**config.mk**
```make
export PLATFORM = sky130hd
export DESIGN_NAME = sa_ctrl
export DESIGN_NICKNAME = d
export VERILOG_FILES = /design/src/rtl/sa_ctrl.sv
export SDC_FILE = /design/constraint.sdc
export NUM_CORES = 1
export LEC_CHECK = 0
export BUFFER_PORTS_ARGS = -buffer_cell sky130_fd_sc_hd__buf_4
export CAP_MARGIN = 30
export CORE_MARGIN = 3
export CORE_UTILIZATION = 35
export CTS_CLUSTER_SIZE = 28
export DETAILED_ROUTE_END_ITERATION = 8
export PLACE_DENSITY = 0.61
export SYNTH_ARGS = -nofsm -noshare
export SYNTH_HDL_FRONTEND = slang
export SYNTH_SLANG_ARGS = --single-unit
```
**constraint.sdc**
```tcl
create_clock -name clk -period 3.2 [get_ports clk]
set_input_delay 0.64 -clock clk [delete_from_list [all_inputs] [get_ports clk]]
set_output_delay 0.64 -clock clk [all_outputs]
set_load 0.1 [all_outputs]
```
**src/rtl/sa_ctrl.sv**
```systemverilog
// Sequencer for one NxN output-stationary matrix multiply on the SA systolic array.
// Clears the array, feeds K skewed operand beats, drains the pipeline, then
// latches the accumulators into a held result bank.
module sa_ctrl #(
  parameter int WIDTH = 8,
  parameter int ACC   = 32,
  parameter int N     = 2,
  parameter int KW    = 8
) (
  input  logic                            clk,
  input  logic                            rst_n,
  input  logic                            start,
  input  logic [KW-1:0]                   k_len,
  output logic                            busy,
  input  logic                            op_valid,
  output logic                            op_ready,
  input  logic [N-1:0][WIDTH-1:0]         op_a,
  input  logic [N-1:0][WIDTH-1:0]         op_b,
  output logic                            sa_en,
  output logic                            sa_rst_n,
  output logic [N-1:0][WIDTH-1:0]         sa_a,
  output logic [N-1:0][WIDTH-1:0]         sa_b,
  input  logic [N-1:0][N-1:0][ACC-1:0]    sa_acc,
  output logic [N-1:0][N-1:0][ACC-1:0]    res,
  output logic                            done,
  output logic                            res_valid
);

  localparam logic [2:0] ST_IDLE  = 3'd0;
  localparam logic [2:0] ST_CLEAR = 3'd1;
  localparam logic [2:0] ST_FEED  = 3'd2;
  localparam logic [2:0] ST_DRAIN = 3'd3;
  localparam logic [2:0] ST_DONE  = 3'd4;

  // Drain runs 2N-1 advancing cycles so the last product reaches PE(N-1,N-1).
  localparam int              DW         = $clog2(2 * N);
  localparam logic [DW-1:0]   DRAIN_LAST = DW'(2 * N - 2);

  logic [2:0]                         state_q, state_d;
  logic [KW-1:0]                      k_q, beat_q;
  logic [DW-1:0]                      drain_q;
  logic                               sa_rst_n_q, res_valid_q;
  logic [N-1:0][N-1:0][ACC-1:0]       res_q;

  logic in_clear, in_feed, in_drain, accept, beat, last_beat, finish_drain;

  assign in_clear     = (state_q == ST_CLEAR);
  assign in_feed      = (state_q == ST_FEED);
  assign in_drain     = (state_q == ST_DRAIN);
  assign accept       = (state_q == ST_IDLE) && start && (k_len != '0);
  assign beat         = in_feed && op_valid;
  assign last_beat    = beat && (beat_q == k_q - KW'(1));
  assign finish_drain = in_drain && (drain_q == DRAIN_LAST);

  assign busy      = (state_q != ST_IDLE);
  assign op_ready  = in_feed;
  assign sa_en     = beat | in_drain;
  assign done      = (state_q == ST_DONE);
  assign sa_rst_n  = sa_rst_n_q;
  assign res       = res_q;
  assign res_valid = res_valid_q;

  // Next-state decode
  always_comb begin
    state_d = state_q;
    case (state_q)
      ST_IDLE:  if (accept) state_d = ST_CLEAR;
      ST_CLEAR: state_d = ST_FEED;
      ST_FEED:  if (last_beat) state_d = ST_DRAIN;
      ST_DRAIN: if (finish_drain) state_d = ST_DONE;
      ST_DONE:  state_d = ST_IDLE;
      default:  state_d = ST_IDLE;
    endcase
  end

  // State, counters, array reset pulse and result bank
  always_ff @(posedge clk or negedge rst_n) begin
    if (!rst_n) begin
      state_q     <= ST_IDLE;
      k_q         <= '0;
      beat_q      <= '0;
      drain_q     <= '0;
      sa_rst_n_q  <= 1'b1;
      res_valid_q <= 1'b0;
      res_q       <= '0;
    end else begin
      state_q    <= state_d;
      // Registered so the array sees a clean low for exactly the CLEAR cycle.
      sa_rst_n_q <= (state_d != ST_CLEAR);
      if (accept) begin
        k_q         <= k_len;
        res_valid_q <= 1'b0;
      end
      if (in_clear) beat_q <= '0;
      else if (beat) beat_q <= beat_q + KW'(1);
      if (in_drain) drain_q <= drain_q + DW'(1);
      else drain_q <= '0;
      // The final drain cycle only adds zero products, so sampling here makes
      // res stable for the whole done cycle.
      if (finish_drain) begin
        res_q       <= sa_acc;
        res_valid_q <= 1'b1;
      end
    end
  end

  assign sa_a[0] = in_feed ? op_a[0] : '0;
  assign sa_b[0] = in_feed ? op_b[0] : '0;

  for (genvar i = 1; i < N; i++) begin : g_skew
    logic [WIDTH-1:0] a_ch [i];
    logic [WIDTH-1:0] b_ch [i];
    logic [WIDTH-1:0] a_in, b_in;

    // Zeros enter the chains while draining.
    assign a_in = in_feed ? op_a[i] : '0;
    assign b_in = in_feed ? op_b[i] : '0;

    // i-deep skew chain that only advances when the array advances
    always_ff @(posedge clk or negedge rst_n) begin
      if (!rst_n) begin
        for (int d = 0; d < i; d++) begin
          a_ch[d] <= '0;
          b_ch[d] <= '0;
        end
      end else if (in_clear) begin
        for (int d = 0; d < i; d++) begin
          a_ch[d] <= '0;
          b_ch[d] <= '0;
        end
      end else if (sa_en) begin
        a_ch[0] <= a_in;
        b_ch[0] <= b_in;
        for (int d = 1; d < i; d++) begin
          a_ch[d] <= a_ch[d-1];
          b_ch[d] <= b_ch[d-1];
        end
      end
    end

    assign sa_a[i] = (in_feed | in_drain) ? a_ch[i-1] : '0;
    assign sa_b[i] = (in_feed | in_drain) ? b_ch[i-1] : '0;
  end

endmodule
```
==> results.toml <==
[logic_synthesis]
yosys_most_used_dff = "dfrtp_1"
synth_compound_area_frac = 0.0129
yosysUniqueCellTypes = 38
muxShareOfSynthArea = 0.261
synth_top_family_by_area = "multiplexers"
avgSynthCellArea_sq_um = 14.6
syn_area_sq_um = 7250
ys_warn_count = 0
ys_ff_latch = 167
synth_xor_area_frac = 0.0241
synth_fp_nets = 673
synth_adder_area_share = 0.00517
synth_top_area_frac = 0.573
ys_seq_area_frac = 0.576
synth_top_area_cell = "dfrtp_1"
synthCells = 498
yosys.area_share.simple = 0.0885
synthArstFlopShare = 1.00
synth_edf_count = 0
yosys-top-cells-area = "dfrtp_1 57%, mux2_4 21%, mux2_2 4.5%, and2_1 2.8%, nand2_1 2.0%"

[power_and_ir_drop]
clock_power_share = 0.384
netSwitchingPower_w = 0.00179
swShare = 0.316
pwr-share-comb = 0.210
power_density_nw_per_um2 = 531
power_frac_seq = 0.406
ir_drop_mv = 0.305
leakage_nw = 5.57
p_int_w = 0.00387

[die]
design.die.area_sq_um = 22500
die_height_um = 150
io_pins = 338
die_w_um = 150
rows = 52
start_util = 0.357
core_area_sq_um = 20300

[sta]
tightest_slew_ns = 0.893
rsz0062_at_grt = "false"
layout_setup_ws_ns = 0.347
hold_viol = 0
clock_skew_ns = 0.0106
max_freq_mhz = 351
setup_viol = 0
tns_ns = 0
slew_headroom = 0.403
finalCriticalPeriod_ns = 2.85
min_period_over_period = 0.891
drv_slew = 0

[drt]
routedWlPerCell_um = 17.9
vias = 5110
via_per_inst = 4.58
drtIter0Drc = 149
drc = 0
ant_nets = 0
wl_um = 19900
dr.pass1.iters = 4

[clocking]
post_cts_resized = 0
clk_path_buf_depth = 2
postCtsSetupBuffers = 0
cts_buffers = 17
clkSlewWorstSetupHoldPaths_ns = 0.07
tritoncts = "done"
cts_max_level = 4
clk-insertion-delay-late_ns = 0.42
cts_sinks = 167
cts_hold_buf = 0
cts-root-buf = "clkbuf_16"

[setup_path]
critical_path_required_ns = 2.56
cpMostUsedCell = "buf_4"
start_kind = "register"
reg2reg_to = "res[19]"
criticalPathCategory = "register to primary output"
crit_slowest_cell = "dfrtp_1"
reg2reg_slack_ns = 0.88
cp_data_arrival_time_ns = 2.21
startpoint = "state_q[1]"
path_cells = "nor2b_1, buf_4, and2b_1, and2_1, buf_4"
r2r_cells = 5
critPathMaxFanout = 20
rr_startpoint = "state_q[1]"
endpoint_kind = "primary output"
slowest_delay_ns = 0.47

[grt]
grtUsageTotal = 0.172
grt_max_degree = 168
antenna_found_initial = 0
gr-total-overflow = 0
grt_pass1_wl_um = 30000
grt_pass1_vias = 5427

[place]
dpl_worst_slack_ns = 0.776
dpl.hpwl_um = 14900
globalplace.congestion = 0.826
port_buffers = 337

[final_layout]
area_growth_pct = 46.7
fin_nets = 1008
drive_gt1_frac = 0.606
seqCellArea_sq_um = 4180
fillers = 1746
multi_input_area_sq_um = 2850
fin_util = 0.524
antenna_cells = 0

[run_status]
outcome = "finished, final reports clean"

[flow_run]
cap_violations = 0

[hold_path]
min_path_type = "input pin to async pin"
worst max path at each step:
stage,end
after floorplan,sa_a[1]
after detailed placement,sa_a[2]
after CTS,sa_a[2]
after global routing,sa_b[1]
final,sa_a[5]
after global placement,sa_a[0]
cell usage after synthesis, types with 2 or more instances:
| library cell | instances |
|---|---|
| a21oi_1 | 3 |
| a31oi_1 | 2 |
| and2_1 | 32 |
| and3_1 | 2 |
| buf_2 | 8 |
| buf_6 | 12 |
| clkbuf_1 | 7 |
| dfrtp_1 | 166 |
| ha_1 | 3 |
| inv_1 | 5 |
| mux2_1 | 5 |
| mux2_2 | 29 |
| mux2_4 | 100 |
| nand2_1 | 39 |
| nand3_1 | 19 |
| nand4_1 | 4 |
| nor2_1 | 14 |
| nor3_1 | 2 |
| nor3b_1 | 3 |
| nor4_1 | 4 |
| o21ai_0 | 3 |
| o21bai_1 | 2 |
| xnor2_1 | 12 |
| xor2_1 | 8 |
power by group through the flow:
stage          Combinational (W)  Clock (W)  Sequential, W
2_1_floorplan           0.000788          0        0.00234
4_1_cts                  0.00120    0.00224        0.00230
6_report                 0.00119    0.00217        0.00229
5_1_grt                  0.00126    0.00232        0.00231
3_3_place_gp             0.00118          0        0.00233
3_5_place_dp             0.00120          0        0.00233
registers in the layout, indices dropped and copies added (netlist names):
name / cells
res: 128
beat_q: 8
g_skew.a_ch: 8
g_skew.b_ch: 8
k_q: 8
state_q: 3
drain_q: 2
res_valid: 1
sa_rst_n: 1
critical path: cells and delay by family, from the launching register on:
family        cells  cell delay [ns]
buf+inv           2             0.51
simple gates      3             0.81
flops             1             0.47
logic make-up (layout without fill, tap and decap cells):
group	Yosys count	count (layout)
flops	167	167
mux	135	135
simple gates	125	125
buf+inv	34	381
xor+xnor	20	20
compound gates	14	14
fa+ha+maj	3	3
routing by layer:
metal | up-vias | GRT usage | part of all wire
met5 | - | 0 | 0
met2 | 172 | 0.294 | 0.53
met4 | 0 | 0.0627 | 0.023
met3 | 32 | 0.0512 | 0.059
met1 | 2533 | 0.204 | 0.39
li1 | 2373 | - | -
per-stage QoR:
| step | power [W] | area [sq um] | hold WS [ns] | std cells |
|---|---|---|---|---|
| after global routing | 0.00589 | 10600 | 0.406 | 1115 |
| after CTS | 0.00574 | 10600 | 0.413 | 1115 |
| final | 0.00566 | 10600 | 0.359 | 1115 |
| after detailed placement | 0.00353 | 10000 | 0.415 | 1084 |
| after global placement | 0.00350 | 10000 | 0.416 | 1083 |
| after floorplan | 0.00313 | 7260 | 0.344 | 498 |
cells in the final DEF (no fill, tap or decap), types with 2 or more instances in the layout:
cell,count
xnor2_1,12
clkbuf_16,17
mux2_2,29
nor3b_1,2
inv_1,5
nand2_1,39
mux2_1,5
clkinv_4,2
and2_1,32
a31oi_1,2
a21oi_1,3
nand3_1,19
inv_6,3
buf_4,340
dfrtp_1,166
o21ai_0,3
buf_12,3
nor2_1,14
nor4_1,4
ha_1,3
nand4_1,4
bufinv_16,3
nor3_1,2
inv_8,4
o21bai_1,2
xor2_1,8
mux2_4,100
area by class of cell:
type / instances / area share
Inverter: 6 / 0.00212
Multi-Input combinational cell: 297 / 0.268
Clock inverter: 13 / 0.0175
Timing Repair Buffer: 344 / 0.247
Tap cell: 270 / 0.0317
Clock buffer: 18 / 0.0413
Sequential cell: 167 / 0.393
Note: power is estimated with default switching activity, not from simulation.
